[config.mk]
export PLATFORM = sky130hd
export DESIGN_NAME = fetch_sequencer
export DESIGN_NICKNAME = d
export VERILOG_FILES = /design/src/rtl/fetch_sequencer.sv
export SDC_FILE = /design/constraint.sdc
export NUM_CORES = 1
export LEC_CHECK = 0
export CAP_MARGIN = 0
export CORE_MARGIN = 1
export CORE_UTILIZATION = 29
export DETAILED_ROUTE_END_ITERATION = 8
export GPL_TIMING_DRIVEN = 0
export HOLD_SLACK_MARGIN = 0.06
export PLACE_DENSITY = 0.79
export SKIP_CTS_REPAIR_TIMING = 1
export SYNTH_ARGS = -nofsm -noshare
export SYNTH_HDL_FRONTEND = slang
export SYNTH_SLANG_ARGS = --single-unit
[constraint.sdc]
create_clock -name clk -period 2.3 [get_ports clk]
set_input_delay 0.46 -clock clk [delete_from_list [all_inputs] [get_ports clk]]
set_output_delay 0.46 -clock clk [all_outputs]
set_load 0.05 [all_outputs]
[src/rtl/fetch_sequencer.sv]
// rtl/fetch_sequencer.sv - fetch/dispatch controller for the 16-bit CPU
//
// Sequences the program counter through pc_reset/pc_load/pc_inc strobes.
// Fetches instruction words over a mem_req/mem_ack handshake and hands
// each word to execute over an ir_valid/exec_ready handshake. Also owns
// branch and halt/resume flow.
//
// Optional feature macro: SEQ_IRQ_EN. When it is defined, the irq/irq_ack/epc
// ports are added and interrupts are taken on the dispatch handshake.
//
// Ports:
//   clk, reset       clock, synchronous active-high reset
//   pc_value         current PC
//   pc_reset/pc_load/pc_inc, pc_target   PC control strobes and load value
//   mem_req, mem_addr, mem_ack, mem_rdata instruction fetch handshake
//   ir_out, ir_valid, exec_ready         dispatch handshake to execute
//   branch_taken, branch_target, halt_req qualified by the dispatch handshake
//   resume           leave HALT
//   running          high in FETCH or DISPATCH
//   irq, irq_ack, epc                    interrupt (SEQ_IRQ_EN only)
module fetch_sequencer (
  input  logic        clk,
  input  logic        reset,
  input  logic [15:0] pc_value,
  output logic        pc_reset,
  output logic        pc_load,
  output logic        pc_inc,
  output logic [15:0] pc_target,
  output logic        mem_req,
  output logic [15:0] mem_addr,
  input  logic        mem_ack,
  input  logic [15:0] mem_rdata,
  output logic [15:0] ir_out,
  output logic        ir_valid,
  input  logic        exec_ready,
  input  logic        branch_taken,
  input  logic [15:0] branch_target,
  input  logic        halt_req,
  input  logic        resume,
`ifdef SEQ_IRQ_EN
  input  logic        irq,
  output logic        irq_ack,
  output logic [15:0] epc,
`endif
  output logic        running
);

  localparam logic [1:0] S_RST      = 2'd0;
  localparam logic [1:0] S_FETCH    = 2'd1;
  localparam logic [1:0] S_DISPATCH = 2'd2;
  localparam logic [1:0] S_HALT     = 2'd3;

`ifdef SEQ_IRQ_EN
  localparam logic [15:0] IRQ_VECTOR = 16'h0004;
  logic [15:0] epc_q;
`endif

  logic [1:0]  state;
  logic [1:0]  state_nxt;
  logic [15:0] ir_q;

  // State register
  always_ff @(posedge clk) begin
    if (reset) state <= S_RST;
    else       state <= state_nxt;
  end

  // Next-state logic
  always_comb begin
    state_nxt = state;
    case (state)
      S_RST:      state_nxt = S_FETCH;
      S_FETCH:    if (mem_ack) state_nxt = S_DISPATCH;
      S_DISPATCH: if (exec_ready) state_nxt = halt_req ? S_HALT : S_FETCH;
      S_HALT:     if (resume) state_nxt = S_FETCH;
      default:    state_nxt = S_RST;
    endcase
  end

  // Instruction register: captured once per fetch, cleared by reset
  always_ff @(posedge clk) begin
    if (reset)                         ir_q <= 16'h0000;
    else if (state == S_FETCH && mem_ack) ir_q <= mem_rdata;
  end

`ifdef SEQ_IRQ_EN
  // Return address is where the interrupted flow would have gone next
  always_ff @(posedge clk) begin
    if (reset)
      epc_q <= 16'h0000;
    else if (state == S_DISPATCH && exec_ready && irq)
      epc_q <= branch_taken ? branch_target : pc_value + 16'd1;
  end
`endif

  // Output logic. While reset is asserted the outputs already look like RST,
  // so the PC is being cleared even before the first edge lands state in RST.
  always_comb begin
    pc_reset  = 1'b0;
    pc_load   = 1'b0;
    pc_inc    = 1'b0;
    pc_target = 16'h0000;
    mem_req   = 1'b0;
    mem_addr  = 16'h0000;
    ir_valid  = 1'b0;
    running   = 1'b0;
    ir_out    = reset ? 16'h0000 : ir_q;
`ifdef SEQ_IRQ_EN
    irq_ack   = 1'b0;
    epc       = reset ? 16'h0000 : epc_q;
`endif
    if (reset) begin
      pc_reset = 1'b1;
    end else begin
      case (state)
        S_RST: pc_reset = 1'b1;
        S_FETCH: begin
          mem_req  = 1'b1;
          mem_addr = pc_value;
          running  = 1'b1;
        end
        S_DISPATCH: begin
          ir_valid = 1'b1;
          running  = 1'b1;
          // Exactly one PC strobe on the handshake; irq beats branch beats inc
          if (exec_ready) begin
`ifdef SEQ_IRQ_EN
            if (irq) begin
              pc_load   = 1'b1;
              pc_target = IRQ_VECTOR;
              irq_ack   = 1'b1;
            end else
`endif
            if (branch_taken) begin
              pc_load   = 1'b1;
              pc_target = branch_target;
            end else begin
              pc_inc = 1'b1;
            end
          end
        end
        default: ;
      endcase
    end
  end

endmodule

==> flow_results.org, run 1 <==
** Run status
- The flow ran to the end, but the final reports show violations.
- The final reports fail on setup timing.

** Setup path
- Crit-path max FO :: 10
- Crit path DAT :: 1850 ps
- Critical Path Start Type :: flip-flop
- Setup crit end kind :: output pin
- Kind of critical path :: reg2out
- Data required, critical path :: 1840 ps
- The worst register-to-register path has a setup slack of 640 ps.

** Clocking
- Root Buffer :: sky130_fd_sc_hd__clkbuf_8
- H-tree levels :: 1
- Clock tree synthesis found a total of 18 sinks.
- Counting along the longest clock path gives a buffer depth of 2.
- Counting the buffers created by CTS gives 3.
- Worst skew pair latency :: 250 ps
- TritonCTS built the clock tree.
- After clock tree synthesis, the clock-pin slew on the worst setup and hold paths is 60 ps.

** Timing
- Number of hold-slack violations in the final timing report :: 0
- Number of slew-limit violations in the final report :: 0
- Layout Skew :: 1.34 ps
- Setup-failing EPs final :: 1
- Transition time at the pin with the least slew margin :: 524 ps
- Share of the clock period used by the worst path after layout :: 1.01
- Worst-case headroom to the max-slew limit :: 0.650
- Worst setup margin :: -12.7 ps
- Final critical delay including setup and external delays :: 2310 ps
- Hold Worst Slack :: 449 ps
- Accumulated negative setup slack :: -12.7 ps
- Based on the critical path, the design can be clocked at up to 432 MHz.
- Setup repair after global routing missed its margin :: true

** Floorplanning
- The initialized floorplan defines 21 standard-cell rows.
- Total Die Area :: 3990 sq um
- The core region is 3470 sq um.
- Top-level port count :: 109
- The initial utilization of the core area, before any placement, comes to 0.313.
- Die H :: 63.2 microns
- Measured along the x axis, the die boundary spans 63.2 microns.

** Flow run
- Maximum capacitance violations :: 0

** Cells and area
- Fraction of final layout cells with drive strength greater than 1 :: 0.249
- For this run, the share of the core covered by cells in the final layout is 0.653.
- Sequential cell area :: 363 sq um
- Counting the fill cells in the layout gives 330.
- Post-route standard cell area excluding fillers :: 2260 sq um
- Synthesis-to-layout area growth :: 109%
- The repair_antennas step left the layout with diodes totalling 0.
- The multi-input combinational cells in the finished layout cover a total of 681 sq um.
- The finished layout holds 307 standard cells, fillers aside.
- Number of nets in the finished design :: 322

** Logic synthesis
- By area, the combinational part of the netlist is dominated by simple AND/OR/NAND/NOR gates.
- Avg Cell Area, Syn :: 7.24 sq um
- Cell types occupying the most area after synthesis :: sky130_fd_sc_hd__dfxtp_1 33%, sky130_fd_sc_hd__and2_1 19%, sky130_fd_sc_hd__nand2_1 12%
- Syn nets :: 209
- Synthesis produced 150 cells.
- Area fraction of the dominant cell type after synthesis :: 0.332
- Post-synth EDFFs :: 0
- Synth area leader :: sky130_fd_sc_hd__dfxtp_1
- Arithmetic-cell share of the synthesized area counting full adders, half adders and majority gates :: 0.0461
- Share of async-settable or async-resettable flops after synthesis :: 0
- Of the total synthesized cell area, the portion taken by AND, OR, NAND and NOR gates is 0.453.
- Most common cell in the netlist :: sky130_fd_sc_hd__nand2_1
- Most used flip-flop cell after synthesis :: sky130_fd_sc_hd__dfxtp_1
- Counting instances in the post-synthesis netlist gives the leading cell types as 35 x sky130_fd_sc_hd__nand2_1, 33 x sky130_fd_sc_hd__and2_1, 18 x sky130_fd_sc_hd__dfxtp_1.
- The synthesized-area fraction occupied by ao, oa, aoi and oai cells came to 0.0899.
- Multiplexer area fraction after synthesis :: 0.0196
- Of the total synthesized cell area, the portion taken by XOR and XNOR cells is 0.
- Counting distinct cell types in the post-synthesis netlist gives 21.
- Of the synthesized area, sequential elements account for 0.332.
- Flops & latches, synth :: 18
- Yosys printed 0 warnings.
- The mapped netlist covers 1090 sq um.

** Placement
- IO Port Bufs :: 108
- Inst Count DP :: 304
- In this run the cell area measured after placement is 2240 sq um.
- After legalization and detailed placement, the total HPWL measured 2940 microns.
- Setup WS pre-CTS :: -775 ps
- Routability-driven placement finished with a final weighted congestion of 0.778.

** Global routing
- Global-route wire length before repair :: 5780 microns
- Pin count of the biggest net entering global routing :: 11
- The via count of the first global-routing pass was 1193.
- The total overflow left after global routing is 0.
- Overall fraction of global-route tracks in use :: 0.183
- Number of antenna violations at the first check in global routing :: 0

** Drt
- Detailed routing inserted a total of 1308 vias.
- After detailed routing, the average wire length per cell comes to 11.9 microns.
- First drt pass iteration count :: 4
- Wires add up to 3650 microns.
- In the routed design, unresolved DRC markers number 0.
- The first routing iteration left 24 violations.
- The detail route stage leaves a number of antenna-violating nets equal to 0.
- Average via count per standard cell :: 4.26

** Power
- In this run the power density over the cells is 485 nW/um^2.
- VDD IR-drop max :: 408 uV
- Summed over all cells, the static leakage comes to 1.23 nW.
- Total power for the finished layout comes to 1.10 mW.

** Hold path
- In this run the worst hold path is classified as reg2reg.
==> cell usage in the layout, fill, tap and decap left out, types with 5 or more instances in the layout <==
cell type and count:
sky130_fd_sc_hd__a21oi_1 16, sky130_fd_sc_hd__and2_1 24, sky130_fd_sc_hd__and2_2 9, sky130_fd_sc_hd__buf_4 5, sky130_fd_sc_hd__buf_6 10, sky130_fd_sc_hd__clkbuf_2 11
sky130_fd_sc_hd__clkbuf_4 18, sky130_fd_sc_hd__clkdlybuf4s50_1 55, sky130_fd_sc_hd__dfxtp_1 16, sky130_fd_sc_hd__dlymetal6s2s_1 16, sky130_fd_sc_hd__inv_1 5, sky130_fd_sc_hd__nand2_1 35
sky130_fd_sc_hd__nor2b_1 17
==> sequential cells by signal (all words and copies together), names as in the netlist <==
register and flops:
state 2, ir_q 16
==> report_power, final <==
part	internal (mW)	switching (mW)	leakage, nW	total (mW)
combinational	0.219	0.304	1.06	0.523
sequential	0.344	0.0160	0.147	0.360
clock	0.116	0.0978	0.0216	0.214
total	0.680	0.418	1.23	1.10
==> cells by family after synthesis <==
group,after synthesis
multiplexers,2
flip-flops,18
AO/OA/AOI/OAI,18
AND/OR/NAND/NOR,93
adder cells (fa/ha/maj),4
buffers and inverters,15
==> worst paths after layout <==
kind / endpoint / from / cells past startpoint
setup / recovery: pc_target[11] / state[0] / 8
hold / removal: ir_q[1] / ir_q[1] / 2
setup reg to reg: state[0] / state[1] / 4
hold reg to reg: ir_q[1] / ir_q[1] / 2
==> per-layer routing <==
layer / vias to the layer above / global-route usage / routed length (microns)
li1: 687 / - / -
met1: 570 / 0.227 / 1640
met2: 49 / 0.321 / 1770
met3: 2 / 0.0489 / 227
met4: 0 / 0.0256 / 8
met5: - / 0 / 0
==> cell type report <==
| class | count | share of cell area |
|---|---|---|
| flip-flops and latches | 18 | 0.160 |
| inverters | 5 | 0.00829 |
| multi-input cells | 117 | 0.301 |
| well taps | 46 | 0.0254 |
| clock buffers | 3 | 0.0182 |
| plain buffers | 10 | 0.0282 |
| repair buffers | 108 | 0.459 |
==> worst max-delay path, cell delays in order (launching register included) <==
cell and delay, ps:
sky130_fd_sc_hd__dfxtp_2 350, sky130_fd_sc_hd__inv_1 70, sky130_fd_sc_hd__ha_2 190, sky130_fd_sc_hd__nor2b_4 130, sky130_fd_sc_hd__and3_2 200, sky130_fd_sc_hd__clkbuf_4 170, sky130_fd_sc_hd__buf_6 140, sky130_fd_sc_hd__and2_2 180
sky130_fd_sc_hd__buf_4 180
(Power assumes the default switching activity.)
==> run 2, diff against run 1 <==
CORE_UTILIZATION = 50   (was 29)
DONT_BUFFER_PORTS = 1   (was not set)
PLACE_DENSITY = 0.64   (was 0.79)
==> run 2 against run 1 <==
Net effect:
- the run still ends with setup timing left
- via count fell by 25%
- final area fell by 43%
- sequential cell count did not move
- utilization fell by 0.48 points
- die area fell by 41%
- critical endpoint is now pc_target[6]
- highest routed layer unchanged
==> flow_results.org, run 2 (synthesis results as in run 1) <==
** Cells and area
- Commonest non-fill, non-tap cell in the layout :: sky130_fd_sc_hd__nand2_1
- Register ranked first by flip-flop count :: ir_q
- Synthesis-to-layout area growth :: 19.5%
- Number of antenna repair diodes :: 0
- In the final layout, the share of cells above drive strength 1 is 0.303.
- The filler cells instantiated in the layout total 183.
- Post-route standard cell area excluding fillers :: 1300 sq um
- Max FFs per register :: 16
- Most used cells in the layout excluding fill and tap cells :: 35 x sky130_fd_sc_hd__nand2_1, 22 x sky130_fd_sc_hd__and2_4, 16 x sky130_fd_sc_hd__nor2b_1, 16 x sky130_fd_sc_hd__a21oi_1, 16 x sky130_fd_sc_hd__dfxtp_1
- Number of nets in the finished design :: 215
- Top flop regs :: ir_q x16, state x2

** Timing
- After layout, the worst setup slack is -116 ps.
- Maximum clock frequency :: 414 MHz
- Accumulated negative setup slack :: -1020 ps
- For the pin with the worst max-slew slack, the measured transition is 965 ps.
- Setup violations remaining at the end of the flow were counted as 12.
- Number of slew-limit violations in the final report :: 0
- Of the available clock period, the critical path in the final layout requires 1.05.
- Hold Worst Slack :: 279 ps
- Final critical delay including setup and external delays :: 2420 ps
- Worst-case headroom to the max-slew limit :: 0.356
- The final hold violation count is 0.
- Setup repair after global routing could not meet its margin everywhere.
- Layout Skew :: 6.08 ps

** Clocking
- Clk buf depth :: 2
- Reg clk slew, reported paths :: 110 ps
- The tree is rooted in a sky130_fd_sc_hd__clkbuf_4.
- Counting the buffers created by CTS gives 3.
- In this run the number of H-tree levels came out at 1.
- CTS saw 18 sinks.
- TritonCTS built the clock tree.
- The clock reaches the later pin of the worst-skew pair after 300 ps.

** Setup path
- STA classifies the critical path endpoint as an output pin.
- Critical Path Start Type :: flip-flop
- Data on the critical path arrives at its endpoint at 1960 ps.
- At the worst endpoint, the required time is 1840 ps.
- Along the worst path, the maximum fanout reaches 6.
- The setup path with the least slack is of type reg2out.

** Floorplanning
- The core region is 2000 sq um.
- Number of standard-cell rows in the floorplan :: 16
- For this design the top-level I/O count stands at 109.
- The initial utilization of the core area, before any placement, comes to 0.543.
- From left edge to right edge, the die measures 48.6 microns.
- Die H :: 48.6 microns
- The die covers 2360 sq um.

** Power
- VDD IR-drop max :: 523 uV
- Total power divided by cell area :: 730 nW/um^2
- For this design the static power due to leakage is 0.531 nW.
- Pwr Total :: 0.947 mW

** Drt
- WL/cell :: 15.6 microns
- Vias after detailed routing :: 983
- Average via count per standard cell :: 5.40
- The routed design has 2840 microns of wire.
- After detailed routing, the number of remaining DRC violations is 0.
- The count of nets left with antenna violations once routing finished came out at 0.
- First drt pass iteration count :: 4
- In this run, the number of DRC markers left after iteration 0 of detailed routing was 14.

** Global routing
- Overall fraction of global-route tracks in use :: 0.225
- The via count of the first global-routing pass came to 910.
- GRT overflow :: 0
- Number of antenna violations at the first check in global routing :: 0
- The first global-routing pass estimated 4080 microns of wire.
- Pin count of the biggest net entering global routing :: 11

** Placement
- GP Congestion :: 0.825
- Detailed placement ended at an HPWL of 2120 microns.
- The count of buffers added on input and output ports is 0.
- Summing all placed instances gives a cell area of 1140 sq um.

** Run status
- Status :: finished with violations
- Violated checks :: setup timing

** Flow run
- Max-cap violations in this run came to 0.

** Hold path
- Type of the worst min-delay path :: in2reg
-- run 2: cell types whose count changed in the layout (fill, tap and decap cells not counted), sizes merged --
cell and change:
buf -12, and3 +1, dlymetal6s2s -16, clkbuf -24, clkdlybuf4s50 -55
-- run 2: stage by stage --
| step | cells | utilization | worst slack [ps] |
|---|---|---|---|
| after floorplan | 150 | - | 21.6 |
| after global placement | 177 | 0.568 | -67.1 |
| after detailed placement | 177 | 0.568 | -85.0 |
| after CTS | 181 | 0.586 | -437 |
| after global routing | 182 | 0.648 | -185 |
| final | 182 | 0.648 | -116 |
-- run 2: worst paths after layout --
| path | to | slack, ps | from | cells after the start |
|---|---|---|---|---|
| max | pc_target[6] | -120 | state[0] | 6 |
| min | ir_q[7] | 280 | mem_rdata[7] | 2 |
| max reg2reg | state[0] | 610 | state[1] | 4 |
| min reg2reg | ir_q[9] | 450 | ir_q[9] | 2 |
-- run 2: cell type report --
| type | count | area, sq um | share of cell area |
|---|---|---|---|
| Timing Repair Buffer | 1 | 25.0 | 0.0193 |
| Inverter | 5 | 18.8 | 0.0145 |
| Sequential cell | 18 | 363 | 0.280 |
| Clock buffer | 4 | 36.3 | 0.0280 |
| Tap cell | 27 | 33.8 | 0.0260 |
| Multi-Input combinational cell | 118 | 759 | 0.585 |
| Buffer | 9 | 61.3 | 0.0473 |
-- run 2: power breakdown --
group | switching, mW | internal, mW
clock | 0.102 | 0.0967
combinational | 0.287 | 0.100
sequential | 0.0170 | 0.344
-- run 2: critical path, stage by stage (launching register included) --
cell	delay [ps]
sky130_fd_sc_hd__dfxtp_2	350
sky130_fd_sc_hd__inv_2	80
sky130_fd_sc_hd__ha_4	130
sky130_fd_sc_hd__nor2b_4	370
sky130_fd_sc_hd__and3_4	320
sky130_fd_sc_hd__buf_12	150
sky130_fd_sc_hd__and2_4	240
-- run 2: per-layer routing --
layer	up-vias	track usage	routed length, microns
li1	474	-	-
met4	0	0.103	75
met2	57	0.382	1470
met1	444	0.253	1020
met3	8	0.0723	275
met5	-	0	0
